<file path="src/rtl/rc4_sched_if.sv">
// rc4_sched_if: groups the RC4 scheduler's control handshakes, task-side
// S-memory request ports and the arbitrated S-memory bus.
// slave  = the scheduler (rc4_sched)
// master = the surrounding top level / task modules
interface rc4_sched_if #(
    parameter int KEY_W  = 24,
    parameter int ADDR_W = 8
);
    logic              start;
    logic [KEY_W-1:0]  key_in;
    logic              rdy;
    logic              done;
    logic              key_found;
    logic [KEY_W-1:0]  key_out;

    logic              init_en,  ksa_en,  prga_en;
    logic              init_rdy, ksa_rdy, prga_rdy;
    logic              chk_valid;

    logic [ADDR_W-1:0] init_addr,   ksa_addr,   prga_addr;
    logic [7:0]        init_wrdata, ksa_wrdata, prga_wrdata;
    logic              init_wren,   ksa_wren,   prga_wren;

    logic [ADDR_W-1:0] s_addr;
    logic [7:0]        s_wrdata;
    logic              s_wren;

    modport slave (
        input  start, key_in,
        input  init_rdy, ksa_rdy, prga_rdy, chk_valid,
        input  init_addr, ksa_addr, prga_addr,
        input  init_wrdata, ksa_wrdata, prga_wrdata,
        input  init_wren, ksa_wren, prga_wren,
        output rdy, done, key_found, key_out,
        output init_en, ksa_en, prga_en,
        output s_addr, s_wrdata, s_wren
    );

    modport master (
        output start, key_in,
        output init_rdy, ksa_rdy, prga_rdy, chk_valid,
        output init_addr, ksa_addr, prga_addr,
        output init_wrdata, ksa_wrdata, prga_wrdata,
        output init_wren, ksa_wren, prga_wren,
        input  rdy, done, key_found, key_out,
        input  init_en, ksa_en, prga_en,
        input  s_addr, s_wrdata, s_wren
    );
endinterface

</file>
<file path="src/rtl/rc4_sched.sv">
// rc4_sched: sequences the RC4 init -> KSA -> PRGA tasks through their
// rdy/en handshakes and grants the single-port S memory to the active task.
// Optional feature macro: RC4_CRACK_EN -- when defined, a failed check
// increments the key and reruns all three tasks until a valid plaintext is
// seen or the key reaches its maximum value (no wrap).
module rc4_sched #(
    parameter int KEY_W  = 24,
    parameter int ADDR_W = 8
) (
    input  logic        clk,
    input  logic        rst,
    rc4_sched_if.slave  bus
);

    localparam logic [3:0] IDLE      = 4'd0;
    localparam logic [3:0] INIT_GO   = 4'd1;
    localparam logic [3:0] INIT_WAIT = 4'd2;
    localparam logic [3:0] KSA_GO    = 4'd3;
    localparam logic [3:0] KSA_WAIT  = 4'd4;
    localparam logic [3:0] PRGA_GO   = 4'd5;
    localparam logic [3:0] PRGA_WAIT = 4'd6;
    localparam logic [3:0] CHECK     = 4'd7;
    localparam logic [3:0] DONE      = 4'd8;

    localparam logic [1:0] OWN_NONE = 2'd0;
    localparam logic [1:0] OWN_INIT = 2'd1;
    localparam logic [1:0] OWN_KSA  = 2'd2;
    localparam logic [1:0] OWN_PRGA = 2'd3;

`ifdef RC4_CRACK_EN
    localparam logic [KEY_W-1:0] KEY_MAX = '1;
`endif

    logic [3:0]       state;
    logic             wait_armed;   // set after the first WAIT cycle
    logic [1:0]       owner;
    logic [KEY_W-1:0] key_q;
    logic             done_q;
    logic             found_q;

    assign bus.rdy       = (state == IDLE) || (state == DONE);
    assign bus.done      = done_q;
    assign bus.key_found = found_q;
    assign bus.key_out   = key_q;

    // Task start pulses: asserted only in the GO state while the task is idle
    assign bus.init_en = (state == INIT_GO) && bus.init_rdy;
    assign bus.ksa_en  = (state == KSA_GO)  && bus.ksa_rdy;
    assign bus.prga_en = (state == PRGA_GO) && bus.prga_rdy;

    // Phase FSM; owner is updated alongside each transition so it always
    // matches the state being entered
    always_ff @(posedge clk or posedge rst) begin
        if (rst) begin
            state      <= IDLE;
            wait_armed <= 1'b0;
            owner      <= OWN_NONE;
            key_q      <= '0;
            done_q     <= 1'b0;
            found_q    <= 1'b0;
        end else begin
            case (state)
                IDLE, DONE: begin
                    if (bus.start) begin
                        key_q   <= bus.key_in;
                        done_q  <= 1'b0;
                        found_q <= 1'b0;
                        state   <= INIT_GO;
                        owner   <= OWN_INIT;
                    end
                end
                INIT_GO: begin
                    wait_armed <= 1'b0;
                    if (bus.init_rdy) state <= INIT_WAIT;
                end
                INIT_WAIT: begin
                    if (!wait_armed) begin
                        wait_armed <= 1'b1;
                    end else if (bus.init_rdy) begin
                        state <= KSA_GO;
                        owner <= OWN_KSA;
                    end
                end
                KSA_GO: begin
                    wait_armed <= 1'b0;
                    if (bus.ksa_rdy) state <= KSA_WAIT;
                end
                KSA_WAIT: begin
                    if (!wait_armed) begin
                        wait_armed <= 1'b1;
                    end else if (bus.ksa_rdy) begin
                        state <= PRGA_GO;
                        owner <= OWN_PRGA;
                    end
                end
                PRGA_GO: begin
                    wait_armed <= 1'b0;
                    if (bus.prga_rdy) state <= PRGA_WAIT;
                end
                PRGA_WAIT: begin
                    if (!wait_armed) begin
                        wait_armed <= 1'b1;
                    end else if (bus.prga_rdy) begin
                        state <= CHECK;
                    end
                end
                CHECK: begin
`ifdef RC4_CRACK_EN
                    if (bus.chk_valid) begin
                        found_q <= 1'b1;
                        done_q  <= 1'b1;
                        state   <= DONE;
                        owner   <= OWN_NONE;
                    end else if (key_q == KEY_MAX) begin
                        found_q <= 1'b0;
                        done_q  <= 1'b1;
                        state   <= DONE;
                        owner   <= OWN_NONE;
                    end else begin
                        key_q <= key_q + 1'b1;
                        state <= INIT_GO;
                        owner <= OWN_INIT;
                    end
`else
                    found_q <= bus.chk_valid;
                    done_q  <= 1'b1;
                    state   <= DONE;
                    owner   <= OWN_NONE;
`endif
                end
                default: begin
                    state <= IDLE;
                    owner <= OWN_NONE;
                end
            endcase
        end
    end

    // S-memory mux: forwards only the owning task's port, zeros otherwise
    always_comb begin
        bus.s_addr   = '0;
        bus.s_wrdata = '0;
        bus.s_wren   = 1'b0;
        case (owner)
            OWN_INIT: begin
                bus.s_addr   = bus.init_addr;
                bus.s_wrdata = bus.init_wrdata;
                bus.s_wren   = bus.init_wren;
            end
            OWN_KSA: begin
                bus.s_addr   = bus.ksa_addr;
                bus.s_wrdata = bus.ksa_wrdata;
                bus.s_wren   = bus.ksa_wren;
            end
            OWN_PRGA: begin
                bus.s_addr   = bus.prga_addr;
                bus.s_wrdata = bus.prga_wrdata;
                bus.s_wren   = bus.prga_wren;
            end
            default: ;
        endcase
    end

endmodule
</file>
<file path="src/flat_wrapper.sv">
// flat-port wrapper written by rule: the top's interface ports become plain ports
module rc4_sched_flat 
#(
    parameter int KEY_W  = 24,
    parameter int ADDR_W = 8
)
  (clk, rst, bus_start, bus_key_in, bus_init_rdy, bus_ksa_rdy, bus_prga_rdy, bus_chk_valid, bus_init_addr, bus_ksa_addr, bus_prga_addr, bus_init_wrdata, bus_ksa_wrdata, bus_prga_wrdata, bus_init_wren, bus_ksa_wren, bus_prga_wren, bus_rdy, bus_done, bus_key_found, bus_key_out, bus_init_en, bus_ksa_en, bus_prga_en, bus_s_addr, bus_s_wrdata, bus_s_wren);
  rc4_sched_if #(.KEY_W(KEY_W), .ADDR_W(ADDR_W)) bus_i ();
  input  logic clk;
  input  logic rst;
  input wire logic [$bits(bus_i.start)-1:0] bus_start;
  input wire logic [$bits(bus_i.key_in)-1:0] bus_key_in;
  input wire logic [$bits(bus_i.init_rdy)-1:0] bus_init_rdy;
  input wire logic [$bits(bus_i.ksa_rdy)-1:0] bus_ksa_rdy;
  input wire logic [$bits(bus_i.prga_rdy)-1:0] bus_prga_rdy;
  input wire logic [$bits(bus_i.chk_valid)-1:0] bus_chk_valid;
  input wire logic [$bits(bus_i.init_addr)-1:0] bus_init_addr;
  input wire logic [$bits(bus_i.ksa_addr)-1:0] bus_ksa_addr;
  input wire logic [$bits(bus_i.prga_addr)-1:0] bus_prga_addr;
  input wire logic [$bits(bus_i.init_wrdata)-1:0] bus_init_wrdata;
  input wire logic [$bits(bus_i.ksa_wrdata)-1:0] bus_ksa_wrdata;
  input wire logic [$bits(bus_i.prga_wrdata)-1:0] bus_prga_wrdata;
  input wire logic [$bits(bus_i.init_wren)-1:0] bus_init_wren;
  input wire logic [$bits(bus_i.ksa_wren)-1:0] bus_ksa_wren;
  input wire logic [$bits(bus_i.prga_wren)-1:0] bus_prga_wren;
  output wire logic [$bits(bus_i.rdy)-1:0] bus_rdy;
  output wire logic [$bits(bus_i.done)-1:0] bus_done;
  output wire logic [$bits(bus_i.key_found)-1:0] bus_key_found;
  output wire logic [$bits(bus_i.key_out)-1:0] bus_key_out;
  output wire logic [$bits(bus_i.init_en)-1:0] bus_init_en;
  output wire logic [$bits(bus_i.ksa_en)-1:0] bus_ksa_en;
  output wire logic [$bits(bus_i.prga_en)-1:0] bus_prga_en;
  output wire logic [$bits(bus_i.s_addr)-1:0] bus_s_addr;
  output wire logic [$bits(bus_i.s_wrdata)-1:0] bus_s_wrdata;
  output wire logic [$bits(bus_i.s_wren)-1:0] bus_s_wren;
  assign bus_i.start = bus_start;
  assign bus_i.key_in = bus_key_in;
  assign bus_i.init_rdy = bus_init_rdy;
  assign bus_i.ksa_rdy = bus_ksa_rdy;
  assign bus_i.prga_rdy = bus_prga_rdy;
  assign bus_i.chk_valid = bus_chk_valid;
  assign bus_i.init_addr = bus_init_addr;
  assign bus_i.ksa_addr = bus_ksa_addr;
  assign bus_i.prga_addr = bus_prga_addr;
  assign bus_i.init_wrdata = bus_init_wrdata;
  assign bus_i.ksa_wrdata = bus_ksa_wrdata;
  assign bus_i.prga_wrdata = bus_prga_wrdata;
  assign bus_i.init_wren = bus_init_wren;
  assign bus_i.ksa_wren = bus_ksa_wren;
  assign bus_i.prga_wren = bus_prga_wren;
  assign bus_rdy = bus_i.rdy;
  assign bus_done = bus_i.done;
  assign bus_key_found = bus_i.key_found;
  assign bus_key_out = bus_i.key_out;
  assign bus_init_en = bus_i.init_en;
  assign bus_ksa_en = bus_i.ksa_en;
  assign bus_prga_en = bus_i.prga_en;
  assign bus_s_addr = bus_i.s_addr;
  assign bus_s_wrdata = bus_i.s_wrdata;
  assign bus_s_wren = bus_i.s_wren;
  rc4_sched #(.KEY_W(KEY_W), .ADDR_W(ADDR_W)) u_core (.clk(clk), .rst(rst), .bus(bus_i));
endmodule
</file>
<file path="config.mk">
export PLATFORM = sky130hd
export DESIGN_NAME = rc4_sched_flat
export DESIGN_NICKNAME = d
export VERILOG_FILES = /design/src/rtl/rc4_sched_if.sv /design/src/rtl/rc4_sched.sv /design/src/flat_wrapper.sv
export SDC_FILE = /design/constraint.sdc
export NUM_CORES = 1
export LEC_CHECK = 0
export ABC_AREA = 1
export CAP_MARGIN = 10
export CORE_ASPECT_RATIO = 0.6
export CORE_MARGIN = 2
export CORE_UTILIZATION = 31
export DETAILED_ROUTE_END_ITERATION = 16
export PLACE_DENSITY_LB_ADDON = 0.25
export SYNTH_ARGS = -nofsm -noshare
export SYNTH_HDL_FRONTEND = slang
export SYNTH_SLANG_ARGS = --single-unit
</file>
<file path="constraint.sdc">
create_clock -name clk -period 1.5 [get_ports clk]
set_clock_uncertainty 0.2 [all_clocks]
set_input_delay 0.225 -clock clk [delete_from_list [all_inputs] [get_ports clk]]
set_output_delay 0.225 -clock clk [all_outputs]
set_load 0.005 [all_outputs]
</file>
## Word level (Yosys, flattened, before mapping)

Index checks and enable logic that the tools add are counted.

- Register bits after elaboration: 33
- Output and inout port bits: 47
- Logic and storage cells: 67

- Equality and inequality tests: 21
- Mux-type cells: 24
- Bitwise gates (word level): 1
- Reductions and logical operators: 15

Operators by type and width:

| cell | count |
|---|---|
| 8-bit case mux with 3 select lines | 2 |
| 4-bit 2-to-1 mux | 10 |
| 4-bit case mux with 8 select lines | 1 |
| 4-bit by 3-bit == test with 1-bit output (second input constant) | 4 |
| 2-bit != test (second input constant) | 7 |
| 2-bit 2-to-1 mux | 5 |
| 10-bit AND reduction | 1 |
| 4-bit by 2-bit == test with 1-bit output (second input constant) | 2 |
| 2-bit case mux with 4 select lines | 1 |
| 2-bit by 1-bit != test with 1-bit output (second input constant) | 3 |
| 1-bit case mux with 2 select lines | 3 |
| 6-bit AND reduction | 1 |
| 3-bit OR reduction | 2 |
| 2-bit == test (second input constant) | 2 |
| 4-bit by 1-bit == test with 1-bit output (second input constant) | 1 |
| 4-bit == test (second input constant) | 1 |
| 4-bit logical NOT | 1 |
| 2-bit AND reduction | 2 |
| 2-bit nonzero test | 2 |
| 4-bit OR reduction | 1 |
| 1-bit logical AND | 3 |
| 1-bit case mux with 3 select lines | 1 |
| 2-bit by 1-bit == test with 1-bit output (second input constant) | 1 |
| 2-bit OR reduction | 1 |
| 3 further kinds | 3 |

## Longest topological paths before layout

Gate-level depths: netlist of run 1.

- Word-level depth: 4
- Gate-level depth with buffers: 10

## Least setup slack after synthesis of run 1

No wires, ideal clock.

- Kind: register to output
- From: register u_core.owner[1]
- To: output port bus_s_addr[1]
- Arrival time: 1.063 ns
- Path slack: 0.012 ns
- Cell stages (with the launch flop): 5
- Path buffers: 1
- Cells stage by stage: dfrtp_1 nor2_1 buf_2 nand2_1 nand3_1

- Longest elaborated chain between the ends: 2

Ends and longest elaborated chain:

| what | RTL line | source |
|---|---|---|
| start, declared | rc4_sched.sv:36 | `logic [1:0] owner;` |
| start signal, assigned | rc4_sched.sv:57 | `owner <= OWN_NONE;` |
| start signal, assigned | rc4_sched.sv:69 | `owner <= OWN_INIT;` |
| start signal, assigned | rc4_sched.sv:81 | `owner <= OWN_KSA;` |
| 2-bit == test or 2-bit by 1-bit == test with 1-bit output (tied branches) | rc4_sched.sv:144 | `case (owner)` |
| 8-bit case mux with 3 select lines * | rc4_sched.sv:144 |  |
| end, declared | flat_wrapper.sv:33 | `output wire logic [$bits(bus_i.s_addr)-1:0] bus_s_addr;` |

Every way passes the cells marked *; elsewhere a longest branch is shown, timed or not.

## Worst setup path after layout of run 1

- From: register u_core.owner[1]
- To: output port bus_s_addr[0]

The elaborated chain is that of the path after synthesis.

==> results of run 1 <==
## kinds of logic after synthesis
kind of cell           synth area share (%)
AND/OR/NAND/NOR                        47.0
AO/OA/AOI/OAI                          1.64
flip-flops                             45.0
buffers and inverters                  6.34
## state kept, by name, indices dropped and copies added, names as in the netlist
| register | cells |
|---|---|
| u_core.wait_armed | 1 |
| u_core.bus.key_out | 24 |
| u_core.state | 4 |
| u_core.bus.key_found | 1 |
| u_core.bus.done | 1 |
| u_core.owner | 2 |
## worst register-to-register path: cells and delay by family (launching register included)
kind	cells	cell delay, ns
AND/OR/NAND/NOR	5	0.42
flip-flops	1	0.40
buffers and inverters	5	0.61
## cell type report
cell class	count	area (um^2)
clock buffers	5	68.8
clock inverters	3	68.8
fillers	367	1030
inverters	16	93.8
multi-input cells	212	1430
flip-flops and latches	33	828
well taps	80	100
repair buffers	195	1980
repair inverters	3	48.8
## cells in the mapped netlist
cell type	instances	area, um^2
sky130_fd_sc_hd__clkbuf_1	2	7.51
sky130_fd_sc_hd__clkinv_1	2	7.51
sky130_fd_sc_hd__o21ai_1	1	5.00
sky130_fd_sc_hd__buf_4	1	7.51
sky130_fd_sc_hd__nand2_2	2	12.5
sky130_fd_sc_hd__buf_2	3	15.0
sky130_fd_sc_hd__inv_1	11	41.3
sky130_fd_sc_hd__dfrtp_1	33	826
sky130_fd_sc_hd__nand2_4	1	11.3
sky130_fd_sc_hd__o21ai_0	3	15.0
sky130_fd_sc_hd__nor2_1	11	41.3
sky130_fd_sc_hd__clkinv_2	1	5.00
sky130_fd_sc_hd__nor3_1	2	10.0
sky130_fd_sc_hd__inv_4	1	6.26
sky130_fd_sc_hd__inv_2	1	3.75
sky130_fd_sc_hd__buf_6	2	22.5
sky130_fd_sc_hd__nand2_1	152	571
sky130_fd_sc_hd__nor2_2	4	25.0
sky130_fd_sc_hd__a21oi_1	2	10.0
sky130_fd_sc_hd__nor2_4	3	33.8
sky130_fd_sc_hd__nand3b_1	1	7.51
sky130_fd_sc_hd__nand3_1	29	145
sky130_fd_sc_hd__nor4_1	1	6.26
## report_power, final
| part | internal [mW] | switching [mW] | total [mW] | leakage, nW |
|---|---|---|---|---|
| Combinational | 3.01 | 2.76 | 5.77 | 2.00 |
| Clock | 0.669 | 0.378 | 1.05 | 0.0687 |
| Sequential | 1.32 | 0.277 | 1.59 | 0.411 |
## how the worst min path moves through the flow
stage,startpoint,endpoint,slack (ns),cells after the start
floorplan,bus_key_in[0],u_core.bus.key_out[0],0.13,2
CTS,rst,u_core.bus.key_out[22],0.08,3
global route,rst,u_core.bus.key_out[19],0.12,3
detailed placement,u_core.bus.done,u_core.bus.done,0.26,2
global placement,u_core.bus.key_out[23],u_core.bus.key_out[23],0.26,2
finish,rst,u_core.bus.key_out[1],0.1,3
## stage by stage
step	hold slack [ns]	setup slack, ns	instance area (um^2)	total power, mW	setup TNS [ns]
after floorplan	0.135	0.0115	1840	3.20	0
final	0.0975	-0.412	4620	8.42	-12.18
after CTS	0.0781	-0.374	4140	7.38	-9.99
after global placement	0.262	-0.412	3430	5.26	-9.05
after detailed placement	0.263	-0.443	3430	5.34	-9.91
after global routing	0.120	-0.470	4620	8.98	-15.05
## timing repair
item | CTS | global route
cloned | 9 | 1
setup endpoints to repair | 80 | 54
hold endpoints to repair | 0 | 0
resized for setup | 225 | 104
pin swaps | 28 | 37
buffers inserted | 25 | 7
## metal layers
layer	routed length, um	global-route usage, %	part of all wire, %	up-vias
met5	0	0	0	-
met2	4510	42.0	51	105
li1	-	-	-	1237
met3	641	4.99	7.2	12
met4	140	4.77	1.6	0
met1	3600	32.0	40	1257
==> insert_results.sql, run 1 <==
INSERT INTO impl_metrics (metric_group, metric, value, unit) VALUES
('outcome', 'status', 'finished with violations', ''),
('outcome', 'violations', 'negative setup slack', ''),
('logic_synthesis', 'yosys_warnings', '0', ''),
('timing', 'worst_slew_margin_rel', '85.9', '%'),
('worst_setup_path', 'reg2reg_depth', '10', ''),
('grt', 'grt_pass1_wl', '12300', 'um'),
('clock_network', 'clock_tree_from_tritoncts', 'done', ''),
('finish', 'finalCoreUtilization', '81.7', '%'),
('finish', 'commonest_non_fill_non_tap_cell_in_the_layout', 'sky130_fd_sc_hd__clkdlybuf4s50_1', ''),
('timing', 'worst_slack', '-0.412', 'ns'),
('logic_synthesis', 'post_synth.cell_area_avg', '6.82', 'um^2'),
('placement', 'place_congestion', '0.796', ''),
('worst_setup_path', 'path_common_cell', 'sky130_fd_sc_hd__buf_6', ''),
('finish', 'post_layout_nonfiller_instances', '547', ''),
('worst_setup_path', 'cell_family_with_the_largest_share_of_critical_path_delay', 'flip-flops', ''),
('detailed_routing', 'vias_per_cell', '4.77', ''),
('logic_synthesis', 'syn-num-nets', '351', ''),
('grt', 'antenna_found_initial', '0', ''),
('worst_setup_path', 'critPathLaunchType', 'flip-flop', ''),
('timing', 'unrepaired_setup_endpoints_after_global_routing', 'yes', ''),
('timing', 'setup-violations-final', '53', ''),
('clock_network', 'clock_sinks', '33', ''),
('power_and_ir_drop', 'power.density_cell_area', '1820', 'nW/um^2'),
('logic_synthesis', 'netlist_area', '1840', 'um^2'),
('worst_setup_path', 'rrSetupSlack', '-0.21', 'ns'),
('logic_synthesis', 'synth_sequential_area_ratio', '45.0', '%'),
('power_and_ir_drop', 'static_leak', '2.47', 'nW'),
('detailed_routing', 'postRouteAntennaNets', '0', ''),
('placement', 'dp.cells', '498', ''),
('worst_setup_path', 'r2r-start', 'u_core.state[0]', ''),
('clock_network', 'cts_max_level', '2', ''),
('power_and_ir_drop', 'ir_drop', '1120', 'uV'),
('timing', 'achievable-frequency', '0.523', 'GHz'),
('logic_synthesis', 'syn_inst', '269', ''),
('logic_synthesis', 'synth_seq_cells', '33', ''),
('floorplan', 'fp.dieArea', '6570', 'um^2'),
('floorplan', 'fp.dieH', '63.6', 'um'),
('job', 'cap_viol_max_count', '0', ''),
('floorplan', 'die-width', '103', 'um'),
('placement', 'hpwl', '4830', 'um'),
('hold_path', 'worst_hold_path_class', 'primary input to async pin', ''),
('finish', 'areaGrowthSynthToFinish', '152', '%'),
('floorplan', 'floorplan.rows', '21', ''),
('worst_setup_path', 'total_number_of_cells_along_the_worst_setup_path', '7', ''),
('timing', 'fin_crit_sh', '127', '%'),
('finish', 'nets', '548', ''),
('timing', 'final.min_clock_period', '1.91', 'ns'),
('worst_setup_path', 'worstSetupPathType', 'flip-flop to output port', ''),
('grt', 'grt_overflow', '0', ''),
('detailed_routing', 'wire_per_inst', '16.3', 'um'),
('worst_setup_path', 'critical_path.slowest_cell', 'sky130_fd_sc_hd__dfrtp_2', ''),
('floorplan', 'start_util', '32.5', '%'),
('detailed_routing', 'totalWireLength', '8900', 'um'),
('clock_network', 'cts_max_path_buffers', '2', ''),
('worst_setup_path', 'worstPathCellList', 'nor2_4 -> buf_6 -> buf_6 -> buf_6 -> nand2_2 -> nand3_2 -> buf_2', ''),
('grt', 'first_global_vias', '2533', ''),
('worst_setup_path', 'critical_path_peak_fanout', '4', ''),
('worst_setup_path', 'cp-endpoint', 'bus_s_addr[0]', ''),
('clock_network', 'cts.reportedPaths.clkPinSlew', '0.08', 'ns'),
('clock_network', 'cts_hold_buffers', '0', ''),
('worst_setup_path', 'worst-endpoint-arrival', '1.49', 'ns'),
('finish', 'antenna_cells', '0', ''),
('grt', 'global_route.usage.total', '24.5', '%'),
('clock_network', 'cts-buffers-inserted', '5', ''),
('worst_setup_path', 'worstReg2RegEnd', 'u_core.bus.key_out[18]', ''),
('worst_setup_path', 'crit_path_end_kind', 'output port', ''),
('finish', 'layout-drive-gt1-share', '49.5', '%'),
('detailed_routing', 'first_iter_violations', '63', ''),
('worst_setup_path', 'max_stage_delay', '0.46', 'ns'),
('floorplan', 'io_pins', '129', ''),
('detailed_routing', 'drt_drc_violations_left', '0', '');
Power figures use the tool's default switching activity.
==> inputs of run 2 (changes only) <==
--- a/constraint.sdc
+++ b/constraint.sdc
@@ -4,2 +4,2 @@
 set_output_delay 0.225 -clock clk [all_outputs]
-set_load 0.005 [all_outputs]
+set_load 0.05 [all_outputs]
==> run 2 against run 1 <==
  * The flow still finishes with violations (negative setup slack)
  * Power up 36%
  * Global-route usage up 0.38 points
  * Wire length down 2.6%
  * Worst hold slack better by 0.0097 ns
  * Largest cell class unchanged
  * Register-to-register slack worse by 0.05 ns
==> insert_results.sql, run 2 (synthesized netlist as in run 1, its figures left out) <==
INSERT INTO impl_metrics (metric_group, metric, value, unit) VALUES
('job', 'cap_viol_max_count', '0', ''),
('timing', 'fin_crit_sh', '127', '%'),
('power_and_ir_drop', 'static_leak', '2.21', 'nW'),
('floorplan', 'io_pins', '129', ''),
('timing', 'achievable-frequency', '0.523', 'GHz'),
('detailed_routing', 'postRouteAntennaNets', '0', ''),
('worst_setup_path', 'timing.critical_path.required', '1.07', 'ns'),
('placement', 'hpwl', '5630', 'um'),
('worst_setup_path', 'worstReg2RegEnd', 'u_core.state[2]', ''),
('clock_network', 'clock_sinks', '33', ''),
('clock_network', 'cts.reportedPaths.clkPinSlew', '0.07', 'ns'),
('grt', 'first_global_vias', '2546', ''),
('timing', 'unrepaired_setup_endpoints_after_global_routing', 'yes', ''),
('power_and_ir_drop', 'ir_drop', '1560', 'uV'),
('floorplan', 'floorplan.rows', '21', ''),
('worst_setup_path', 'worstSetupPathType', 'flip-flop to output port', ''),
('outcome', 'violations', 'negative setup slack', ''),
('worst_setup_path', 'crit_path_end_kind', 'output port', ''),
('placement', 'place_congestion', '0.861', ''),
('timing', 'worst_margin_pin_slew', '0.262', 'ns'),
('timing', 'drv_slew', '0', ''),
('power_and_ir_drop', 'power.density_cell_area', '2420', 'nW/um^2'),
('finish', 'largest_register_ffs', '24', ''),
('detailed_routing', 'dr.pass1.iters', '4', ''),
('timing', 'timing.setup.tns', '-13.26', 'ns'),
('clock_network', 'worst_skew_pair.late_latency', '0.28', 'ns'),
('finish', 'antenna_cells', '0', ''),
('worst_setup_path', 'critical_path.slowest_cell', 'sky130_fd_sc_hd__dfrtp_1', ''),
('worst_setup_path', 'critPathLaunchType', 'flip-flop', ''),
('grt', 'grt_pass1_wl', '12500', 'um'),
('finish', 'most_used_cells_in_the_layout_excluding_fill_and_tap_cells', 'sky130_fd_sc_hd__nand2_1, sky130_fd_sc_hd__clkdlybuf4s50_1, sky130_fd_sc_hd__buf_12', ''),
('placement', 'dp.cells', '486', ''),
('worst_setup_path', 'r2r-start', 'u_core.state[0]', ''),
('finish', 'post_layout_nonfiller_instances', '514', ''),
('floorplan', 'fp.dieArea', '6570', 'um^2'),
('floorplan', 'start_util', '32.5', '%'),
('clock_network', 'cts_max_path_buffers', '2', ''),
('detailed_routing', 'totalWireLength', '8670', 'um'),
('worst_setup_path', 'reg2reg_depth', '10', ''),
('worst_setup_path', 'worst-endpoint-arrival', '1.49', 'ns'),
('finish', 'layout-drive-gt1-share', '45.9', '%'),
('timing', 'finalHoldViolations', '0', ''),
('worst_setup_path', 'max_stage_delay', '0.37', 'ns'),
('clock_network', 'cts_max_level', '2', ''),
('detailed_routing', 'first_iter_violations', '122', ''),
('clock_network', 'cts_hold_buffers', '0', ''),
('clock_network', 'cts-buffers-inserted', '5', ''),
('floorplan', 'die-width', '103', 'um'),
('hold_path', 'worst_hold_path_class', 'primary input to async pin', ''),
('placement', 'port-buffer-count', '128', ''),
('finish', 'areaGrowthSynthToFinish', '158', '%'),
('finish', 'nets', '515', ''),
('finish', 'post-route-cell-area', '4740', 'um^2'),
('timing', 'worst_slew_margin_rel', '82.4', '%'),
('timing', 'worst_slack', '-0.411', 'ns'),
('worst_setup_path', 'worstPathCellList', 'inv_1 -> buf_4 -> nor2_4 -> buf_12 -> nand2_1 -> nand3_4 -> buf_12', ''),
('finish', 'commonest_non_fill_non_tap_cell_in_the_layout', 'sky130_fd_sc_hd__nand2_1', ''),
('grt', 'global_route.usage.total', '24.9', '%'),
('worst_setup_path', 'cell_family_with_the_largest_share_of_critical_path_delay', 'buffers and inverters', ''),
('power_and_ir_drop', 'power.total', '11.5', 'mW'),
('floorplan', 'coreArea', '5650', 'um^2'),
('clock_network', 'clock_tree_from_tritoncts', 'done', ''),
('detailed_routing', 'vias', '2499', ''),
('floorplan', 'fp.dieH', '63.6', 'um'),
('finish', 'filler_cell_count', '312', ''),
('grt', 'largest_net_degree_at_the_start_of_global_routing', '34', ''),
('outcome', 'status', 'finished with violations', ''),
('worst_setup_path', 'critical_path_peak_fanout', '17', ''),
('detailed_routing', 'vias_per_cell', '4.86', ''),
('timing', 'setup-violations-final', '53', ''),
('grt', 'antenna_found_initial', '0', ''),
('detailed_routing', 'wire_per_inst', '16.9', 'um'),
('worst_setup_path', 'path_common_cell', 'sky130_fd_sc_hd__buf_12', ''),
('worst_setup_path', 'rrSetupSlack', '-0.26', 'ns'),
('grt', 'grt_overflow', '0', ''),
('detailed_routing', 'drt_drc_violations_left', '0', ''),
('placement', 'place_area', '4010', 'um^2'),
('worst_setup_path', 'path_buf_inv', '4', ''),
('clock_network', 'clockRootBuffer', 'sky130_fd_sc_hd__clkbuf_8', ''),
('timing', 'final.min_clock_period', '1.91', 'ns');
run 2: changes by cell type in the layout (fill, tap and decap cells not counted), sizes merged:
cell | previous run | this run
buf | 87 | 84
bufinv | 2 | 0
clkbuf | 6 | 7
clkinv | 1 | 4
dlygate4sd2 | 26 | 0
inv | 19 | 13
run 2: metal layers:
layer / global-route usage (%) / up-vias / part of all wire, %
li1: - / 1156 / -
met1: 29.8 / 1199 / 38
met2: 44.4 / 118 / 52
met3: 7.10 / 26 / 7.0
met4: 4.61 / 0 / 3.2
met5: 0 / - / 0
run 2: per-stage QoR:
step / hold WS (ns) / setup WS [ns] / util [%]
3_3_place_gp: 0.325 / -0.0993 / 71.0
3_5_place_dp: 0.327 / -0.187 / 71.0
4_1_cts: 0.0934 / -0.365 / 80.1
2_1_floorplan: 0.135 / -0.220 / -
5_1_grt: 0.126 / -0.468 / 83.9
6_report: 0.107 / -0.411 / 83.9
run 2: cell type report:
| class | count | area (um^2) | area share (%) |
|---|---|---|---|
| Multi-Input combinational cell | 212 | 1420 | 29.9 |
| Clock buffer | 7 | 96.3 | 2.03 |
| Clock inverter | 1 | 5.00 | 0.106 |
| Timing Repair Buffer | 165 | 2200 | 46.4 |
| Sequential cell | 33 | 832 | 17.5 |
| Tap cell | 80 | 100 | 2.11 |
| Inverter | 16 | 90.1 | 1.90 |
run 2: worst max-delay path by stage:
stage | startpoint | end | slack (ns) | depth (start not counted)
after floorplan | u_core.state[1] | u_core.bus.key_out[0] | -0.22 | 7
after global placement | bus_ksa_rdy | u_core.state[0] | -0.1 | 8
after detailed placement | bus_init_rdy | u_core.state[2] | -0.19 | 8
after CTS | u_core.owner[0] | bus_s_addr[2] | -0.37 | 7
after global routing | u_core.owner[0] | bus_s_wrdata[5] | -0.47 | 7
final | u_core.owner[0] | bus_s_wrdata[5] | -0.41 | 7
run 2: power by group:
part	switching, mW	internal (mW)
logic	4.61	4.17
registers	0.629	1.33
clock network	0.332	0.415
run 2: timing repair:
| item | 4_1_cts | 5_1_grt |
|---|---|---|
| resized for setup | 65 | 53 |
| pin swaps | 33 | 21 |
| cloned | 3 | 0 |
| endpoints found under the setup margin | 53 | 53 |
| hold endpoints to repair | 0 | 0 |
| buffers inserted | 12 | 6 |
run 2: worst reg2reg max path, cell delays in order (launching register included):
cell and delay [ns]:
sky130_fd_sc_hd__dfrtp_2 0.46, sky130_fd_sc_hd__buf_6 0.14, sky130_fd_sc_hd__buf_4 0.11, sky130_fd_sc_hd__buf_4 0.12
sky130_fd_sc_hd__nor2_4 0.04, sky130_fd_sc_hd__nand2_2 0.07, sky130_fd_sc_hd__nand2_2 0.07, sky130_fd_sc_hd__nor2_4 0.17
sky130_fd_sc_hd__nand2_2 0.11, sky130_fd_sc_hd__nand2_1 0.10, sky130_fd_sc_hd__nand2_1 0.05
